### src/rtl/scalar_mult_scheduler.sv
// Left-to-right double-and-add sequencer driving the point add/double engine command bus.
// Optional per-operation watchdog: define SCALAR_MULT_TIMEOUT_EN.
module scalar_mult_scheduler #(
  parameter int KEY_W   = 256,
  parameter int TIMEOUT = 4096
) (
  input  logic             clk,
  input  logic             rst_n,
  input  logic             start,
  input  logic             abort,
  input  logic [KEY_W-1:0] scalar,
  input  logic [9:0]       scalar_len,
  output logic [1:0]       command,
  input  logic             interupt_point_double,
  input  logic             interupt_point_addition,
  output logic             busy,
  output logic             done,
  output logic             zero_scalar,
  output logic [9:0]       bit_idx,
  output logic [9:0]       op_count,
  output logic             timeout_err,
  output logic [2:0]       state_dbg_o
);

  localparam int          IDX_W    = (KEY_W > 1) ? $clog2(KEY_W) : 1;
  localparam logic [9:0]  KEY_W_10 = 10'(KEY_W);

  typedef enum logic [2:0] {
    S_IDLE, S_SCAN, S_DBL_WAIT, S_GAP_D, S_ADD_WAIT, S_GAP_A, S_NEXT, S_DONE
  } state_e;

  // Handshake: each non-zero command is held until its own interrupt is sampled
  // high while already in the matching WAIT state; every other interrupt is ignored.
  state_e           state_q, state_d;
  logic [KEY_W-1:0] scalar_q, scalar_d;
  logic [9:0]       bit_idx_q, bit_idx_d;
  logic [9:0]       op_count_q, op_count_d;
  logic             zero_q, zero_d;
  logic             terr_q, terr_d;
  logic [9:0]       eff_len;
  logic             cur_bit;

`ifdef SCALAR_MULT_TIMEOUT_EN
  localparam int TMR_W = $clog2(TIMEOUT + 1);
  logic [TMR_W-1:0] tmr_q, tmr_d;
`endif

  assign eff_len = (scalar_len > KEY_W_10) ? KEY_W_10 : scalar_len;
  assign cur_bit = scalar_q[bit_idx_q[IDX_W-1:0]];

  always_comb begin
    state_d    = state_q;
    scalar_d   = scalar_q;
    bit_idx_d  = bit_idx_q;
    op_count_d = op_count_q;
    zero_d     = zero_q;
    terr_d     = terr_q;
`ifdef SCALAR_MULT_TIMEOUT_EN
    tmr_d      = tmr_q;
`endif
    if (abort) begin
      state_d = S_IDLE;
    end else begin
      case (state_q)
        S_IDLE: begin
          if (start) begin
            scalar_d   = scalar;
            op_count_d = '0;
            zero_d     = 1'b0;
            terr_d     = 1'b0;
            if (eff_len == 10'd0) begin
              zero_d  = 1'b1;
              state_d = S_DONE;
            end else begin
              bit_idx_d = eff_len - 10'd1;
              state_d   = S_SCAN;
            end
          end
        end
        S_SCAN: begin
          if (bit_idx_q == 10'd0) begin
            zero_d  = ~cur_bit;
            state_d = S_DONE;
          end else begin
            bit_idx_d = bit_idx_q - 10'd1;
            if (cur_bit) state_d = S_DBL_WAIT;
          end
        end
        S_DBL_WAIT: begin
          if (interupt_point_double) state_d = S_GAP_D;
`ifdef SCALAR_MULT_TIMEOUT_EN
          else if (tmr_q == TMR_W'(TIMEOUT - 1)) begin
            terr_d  = 1'b1;
            state_d = S_DONE;
          end else tmr_d = tmr_q + 1'b1;
`endif
        end
        S_GAP_D: state_d = cur_bit ? S_ADD_WAIT : S_NEXT;
        S_ADD_WAIT: begin
          if (interupt_point_addition) state_d = S_GAP_A;
`ifdef SCALAR_MULT_TIMEOUT_EN
          else if (tmr_q == TMR_W'(TIMEOUT - 1)) begin
            terr_d  = 1'b1;
            state_d = S_DONE;
          end else tmr_d = tmr_q + 1'b1;
`endif
        end
        S_GAP_A: state_d = S_NEXT;
        S_NEXT: begin
          if (bit_idx_q == 10'd0) begin
            state_d = S_DONE;
          end else begin
            bit_idx_d = bit_idx_q - 10'd1;
            state_d   = S_DBL_WAIT;
          end
        end
        S_DONE:  state_d = S_IDLE;
        default: state_d = S_IDLE;
      endcase
      // Count each command once, on the edge that enters its WAIT state.
      if ((state_d == S_DBL_WAIT && state_q != S_DBL_WAIT) ||
          (state_d == S_ADD_WAIT && state_q != S_ADD_WAIT)) begin
        op_count_d = op_count_q + 10'd1;
`ifdef SCALAR_MULT_TIMEOUT_EN
        tmr_d      = '0;
`endif
      end
    end
  end

  always_ff @(posedge clk or negedge rst_n) begin
    if (!rst_n) begin
      state_q    <= S_IDLE;
      scalar_q   <= '0;
      bit_idx_q  <= '0;
      op_count_q <= '0;
      zero_q     <= 1'b0;
      terr_q     <= 1'b0;
`ifdef SCALAR_MULT_TIMEOUT_EN
      tmr_q      <= '0;
`endif
    end else begin
      state_q    <= state_d;
      scalar_q   <= scalar_d;
      bit_idx_q  <= bit_idx_d;
      op_count_q <= op_count_d;
      zero_q     <= zero_d;
      terr_q     <= terr_d;
`ifdef SCALAR_MULT_TIMEOUT_EN
      tmr_q      <= tmr_d;
`endif
    end
  end

  assign command     = (state_q == S_DBL_WAIT) ? 2'b01 :
                       (state_q == S_ADD_WAIT) ? 2'b10 : 2'b00;
  assign busy        = (state_q != S_IDLE) && (state_q != S_DONE);
  assign done        = (state_q == S_DONE);
  assign zero_scalar = zero_q;
  assign bit_idx     = bit_idx_q;
  assign op_count    = op_count_q;
  assign state_dbg_o = state_q;
`ifdef SCALAR_MULT_TIMEOUT_EN
  assign timeout_err = terr_q;
`else
  assign timeout_err = 1'b0;
`endif

endmodule

### config.mk
export PLATFORM = sky130hd
export DESIGN_NAME = scalar_mult_scheduler
export DESIGN_NICKNAME = d
export VERILOG_FILES = /design/src/rtl/scalar_mult_scheduler.sv
export SDC_FILE = /design/constraint.sdc
export NUM_CORES = 1
export LEC_CHECK = 0
export CORE_UTILIZATION = 44
export DETAILED_ROUTE_END_ITERATION = 12
export GPL_TIMING_DRIVEN = 0
export PLACE_DENSITY = 0.71
export SLEW_MARGIN = 20
export SYNTH_ARGS = -nofsm -noshare
export SYNTH_HDL_FRONTEND = slang
export SYNTH_SLANG_ARGS = --single-unit
### constraint.sdc
create_clock -name clk -period 6.18 [get_ports clk]
set_clock_uncertainty 0.1 [all_clocks]
set_input_delay 0.927 -clock clk [delete_from_list [all_inputs] [get_ports clk]]
set_output_delay 0.927 -clock clk [all_outputs]
set_load 0.01 [all_outputs]
==> impl_metrics.py <==
metrics = {
    "sta": {
        "tightest_slew_ns": 1.03,
        "relSlewSlack": 0.311,
        "rsz0062_at_grt": "false",
        "finalCritPeriodShare": 0.694,
        "setup_viol": 0,
        "finalHoldViolCount": 0,
        "max_freq_mhz": 233,
        "drv_slew": 0,
        "fin_crit_ns": 4.29,
    },
    "placement": {
        "dpl.hpwl_mm": 30.2,
        "place_inst": 2194,
        "port_buffers": 299,
        "placed_area_um2": 17000,
        "routabilityCongestion": 0.889,
    },
    "pwr": {
        "leakage_nw": 8.64,
        "power_density_nw_per_um2": 470,
        "pwr-share-comb": 0.411,
        "p_int_mw": 5.37,
        "p_seq_frac": 0.369,
        "power.share.switching": 0.368,
        "p_clk_frac": 0.220,
        "total_power_mw": 8.49,
        "max-vdd-ir-drop_uv": 257,
        "power_switching_mw": 3.12,
    },
    "routing": {
        "drtIter0Drc": 899,
        "first_pass_iters": 5,
        "wl_per_cell_um": 18.2,
        "drc_errors": 0,
        "wl_mm": 41.0,
        "ant_nets": 0,
        "vias": 11767,
        "viasPerCell": 5.23,
    },
    "global_routing": {
        "grt_antenna_before_repair": 0,
        "grt_pass1_vias": 11776,
        "grt_pass1_wl_mm": 63.2,
        "grt_max_degree": 101,
        "grt_util_all_layers": 0.264,
        "gr-total-overflow": 0,
    },
    "critical_path": {
        "rr_worst_depth": 13,
        "worstSetupPathType": "reg2reg",
        "startpoint": "bit_idx[1]",
        "worstPathRequired_ns": 6.58,
        "cp-start-kind": "flip-flop",
        "end_kind": "flip-flop",
        "crit_path_end": "op_count[2]",
        "ff2ff_setup_slack_ns": 1.89,
        "rr_endpoint": "op_count[2]",
        "r2r-start": "bit_idx[1]",
        "worstPathMaxFanout": 10,
        "cp.arrival_ns": 4.69,
    },
    "synthesis": {
        "syn_nets": 1776,
        "yosys_warnings": 0,
        "synth_area_um2": 13500,
        "synth_edf_count": 0,
        "seq_area_frac_synth": 0.520,
        "yosysMostFrequentCell": "nand2_1",
        "synth_ff_type": "dfrtp_1",
        "netlist_top_cells_count": "815 x nand2_1, 280 x dfrtp_1, 75 x clkbuf_1",
        "synth_cell_types": 66,
        "syn_inst": 1502,
        "synth_top_area_frac": 0.520,
        "yosysTopAreaCell": "dfrtp_1",
        "ys_ff_latch": 280,
        "synth.top_cells.by_area": "dfrtp_1 52%, nand2_1 23%, mux4_2 7.2%",
        "synthArstFlopShare": 1.00,
        "postSynthAreaPerCell_um2": 8.97,
    },
    "layout": {
        "fill_cells": 2596,
        "post_route_cells_drive_above_1_share": 0.0752,
        "finalInstanceArea_um2": 18100,
        "layout.cells.non_filler": 2252,
        "syn_to_final_growth_pct": 34.1,
        "finalNetCount": 2111,
    },
    "floorplan": {
        "top_level_ports": 301,
        "die_area_um2": 31300,
        "core-area_um2": 29900,
        "row_count": 63,
        "start_util": 0.451,
        "die_w_um": 177,
        "die_y_um": 177,
    },
    "clock_network": {
        "ctsHtreeMaxLevel": 1,
        "cts_hold_buf": 0,
        "cts_root_buf": "clkbuf_16",
        "clkLatencyLatePin_ns": 0.57,
        "cts-buffers-inserted": 31,
        "post_cts_buffers": 0,
        "cts-resized-gates": 0,
        "clockBufferDepth": 3,
        "clock-sinks": 280,
        "path_clk_slew_ns": 0.06,
        "cts_tree": "yes",
    },
    "flow_run": {
        "max_cap_violations": 0,
    },
    "run_status": {
        "outcome": "complete, no violations",
    },
    "min_path": {
        "hp-class": "in2async",
    },
}
[cell families (layout without fill, tap and decap cells)]
family	after synthesis	in the layout	share of synthesized area
fa+ha+maj	2	2	0.00186
buf+inv	105	464	0.0346
compound gates	110	110	0.0576
mux	89	89	0.118
xor+xnor	3	3	0.00195
flops	280	280	0.520
simple gates	912	912	0.266
other cells	1	2	0.000278
[how the worst min path moves through the flow]
stage,slack [ns],cells after the start,to,start
floorplan,0.34,2,scalar_q[129],scalar_q[129]
global placement,0.35,2,scalar_q[153],scalar_q[153]
detailed placement,0.35,2,scalar_q[222],scalar_q[222]
CTS,0.09,1,op_count[7],rst_n
global route,0.1,1,op_count[7],rst_n
finish,0.1,1,op_count[7],rst_n
[layout by cell type, fill, tap and decap left out, drive strengths merged, types with 3 or more instances in the layout]
cell | Yosys | layout
a2111oi | 3 | 3
a211oi | 14 | 14
a21o | 3 | 3
a21oi | 14 | 14
a222oi | 4 | 4
a31oi | 3 | 3
and2 | 5 | 5
buf | 19 | 23
bufinv | 0 | 3
clkbuf | 75 | 121
clkdlybuf4s50 | 0 | 298
clkinv | 1 | 7
dfrtp | 280 | 280
inv | 10 | 11
mux2 | 22 | 22
mux2i | 16 | 16
mux4 | 51 | 51
nand2 | 815 | 815
nand2b | 4 | 4
nand3 | 17 | 17
nor2 | 26 | 26
nor2b | 6 | 6
nor3 | 11 | 11
nor3b | 3 | 3
nor4 | 7 | 7
o211ai | 8 | 8
o21ai | 25 | 25
o221ai | 4 | 4
o22ai | 4 | 4
o311ai | 3 | 3
or2 | 5 | 5
or3 | 5 | 5
[critical path, cell delays in order (launching register included)]
cell	delay, ns
dfrtp_1	0.35
buf_2	0.25
buf_2	0.34
clkbuf_1	0.76
nand2_1	0.38
a211oi_1	0.31
nor3_1	0.08
o2111a_1	0.28
o41a_1	0.45
o22a_1	0.27
nor2_1	0.12
buf_4	0.18
mux2i_1	0.20
a22o_1	0.14
[stage by stage]
step	util	setup WS (ns)	hold slack [ns]	TNS, ns
2_1_floorplan	-	2.91	0.337	0
3_3_place_gp	0.568	-7.69	0.350	-2146.81
3_5_place_dp	0.571	1.91	0.355	0
4_1_cts	0.605	1.90	0.0893	0
5_1_grt	0.605	1.73	0.0959	0
6_report	0.605	1.89	0.0960	0
[per-layer routing]
metal / up-vias / wire length [um] / GRT usage
met5: - / 0 / 0
met4: 0 / 1410 / 0.0909
met3: 84 / 2780 / 0.0406
met2: 428 / 19000 / 0.426
met1: 5649 / 17800 / 0.362
li1: 5606 / - / -
[power by group through the flow]
stage,combinational (mW),sequential [mW],clock [mW]
after floorplan,2.34,3.01,0
after global placement,3.43,3.11,0
after detailed placement,3.48,3.15,0
after CTS,3.50,3.13,1.90
after global routing,3.84,3.23,1.96
final,3.49,3.14,1.86
[sequential cells by signal, summed over array words and instances, names as in the netlist]
| signal | flops |
|---|---|
| state_dbg_o | 3 |
| scalar_q | 256 |
| op_count | 10 |
| bit_idx | 10 |
| zero_scalar | 1 |
[area by class of cell]
class / instances / area, um2 / share of cell area
sequential: 280 / 7010 / 0.388
multi-input combinational: 1117 / 6010 / 0.332
timing repair buffer: 302 / 3080 / 0.170
clock buffer: 46 / 892 / 0.0493
tap: 390 / 488 / 0.0270
buffer: 94 / 425 / 0.0235
clock inverter: 11 / 136 / 0.00754
inverter: 11 / 41.3 / 0.00228
antenna: 1 / 2.50 / 0.000138
Power figures use the tool's default switching activity.
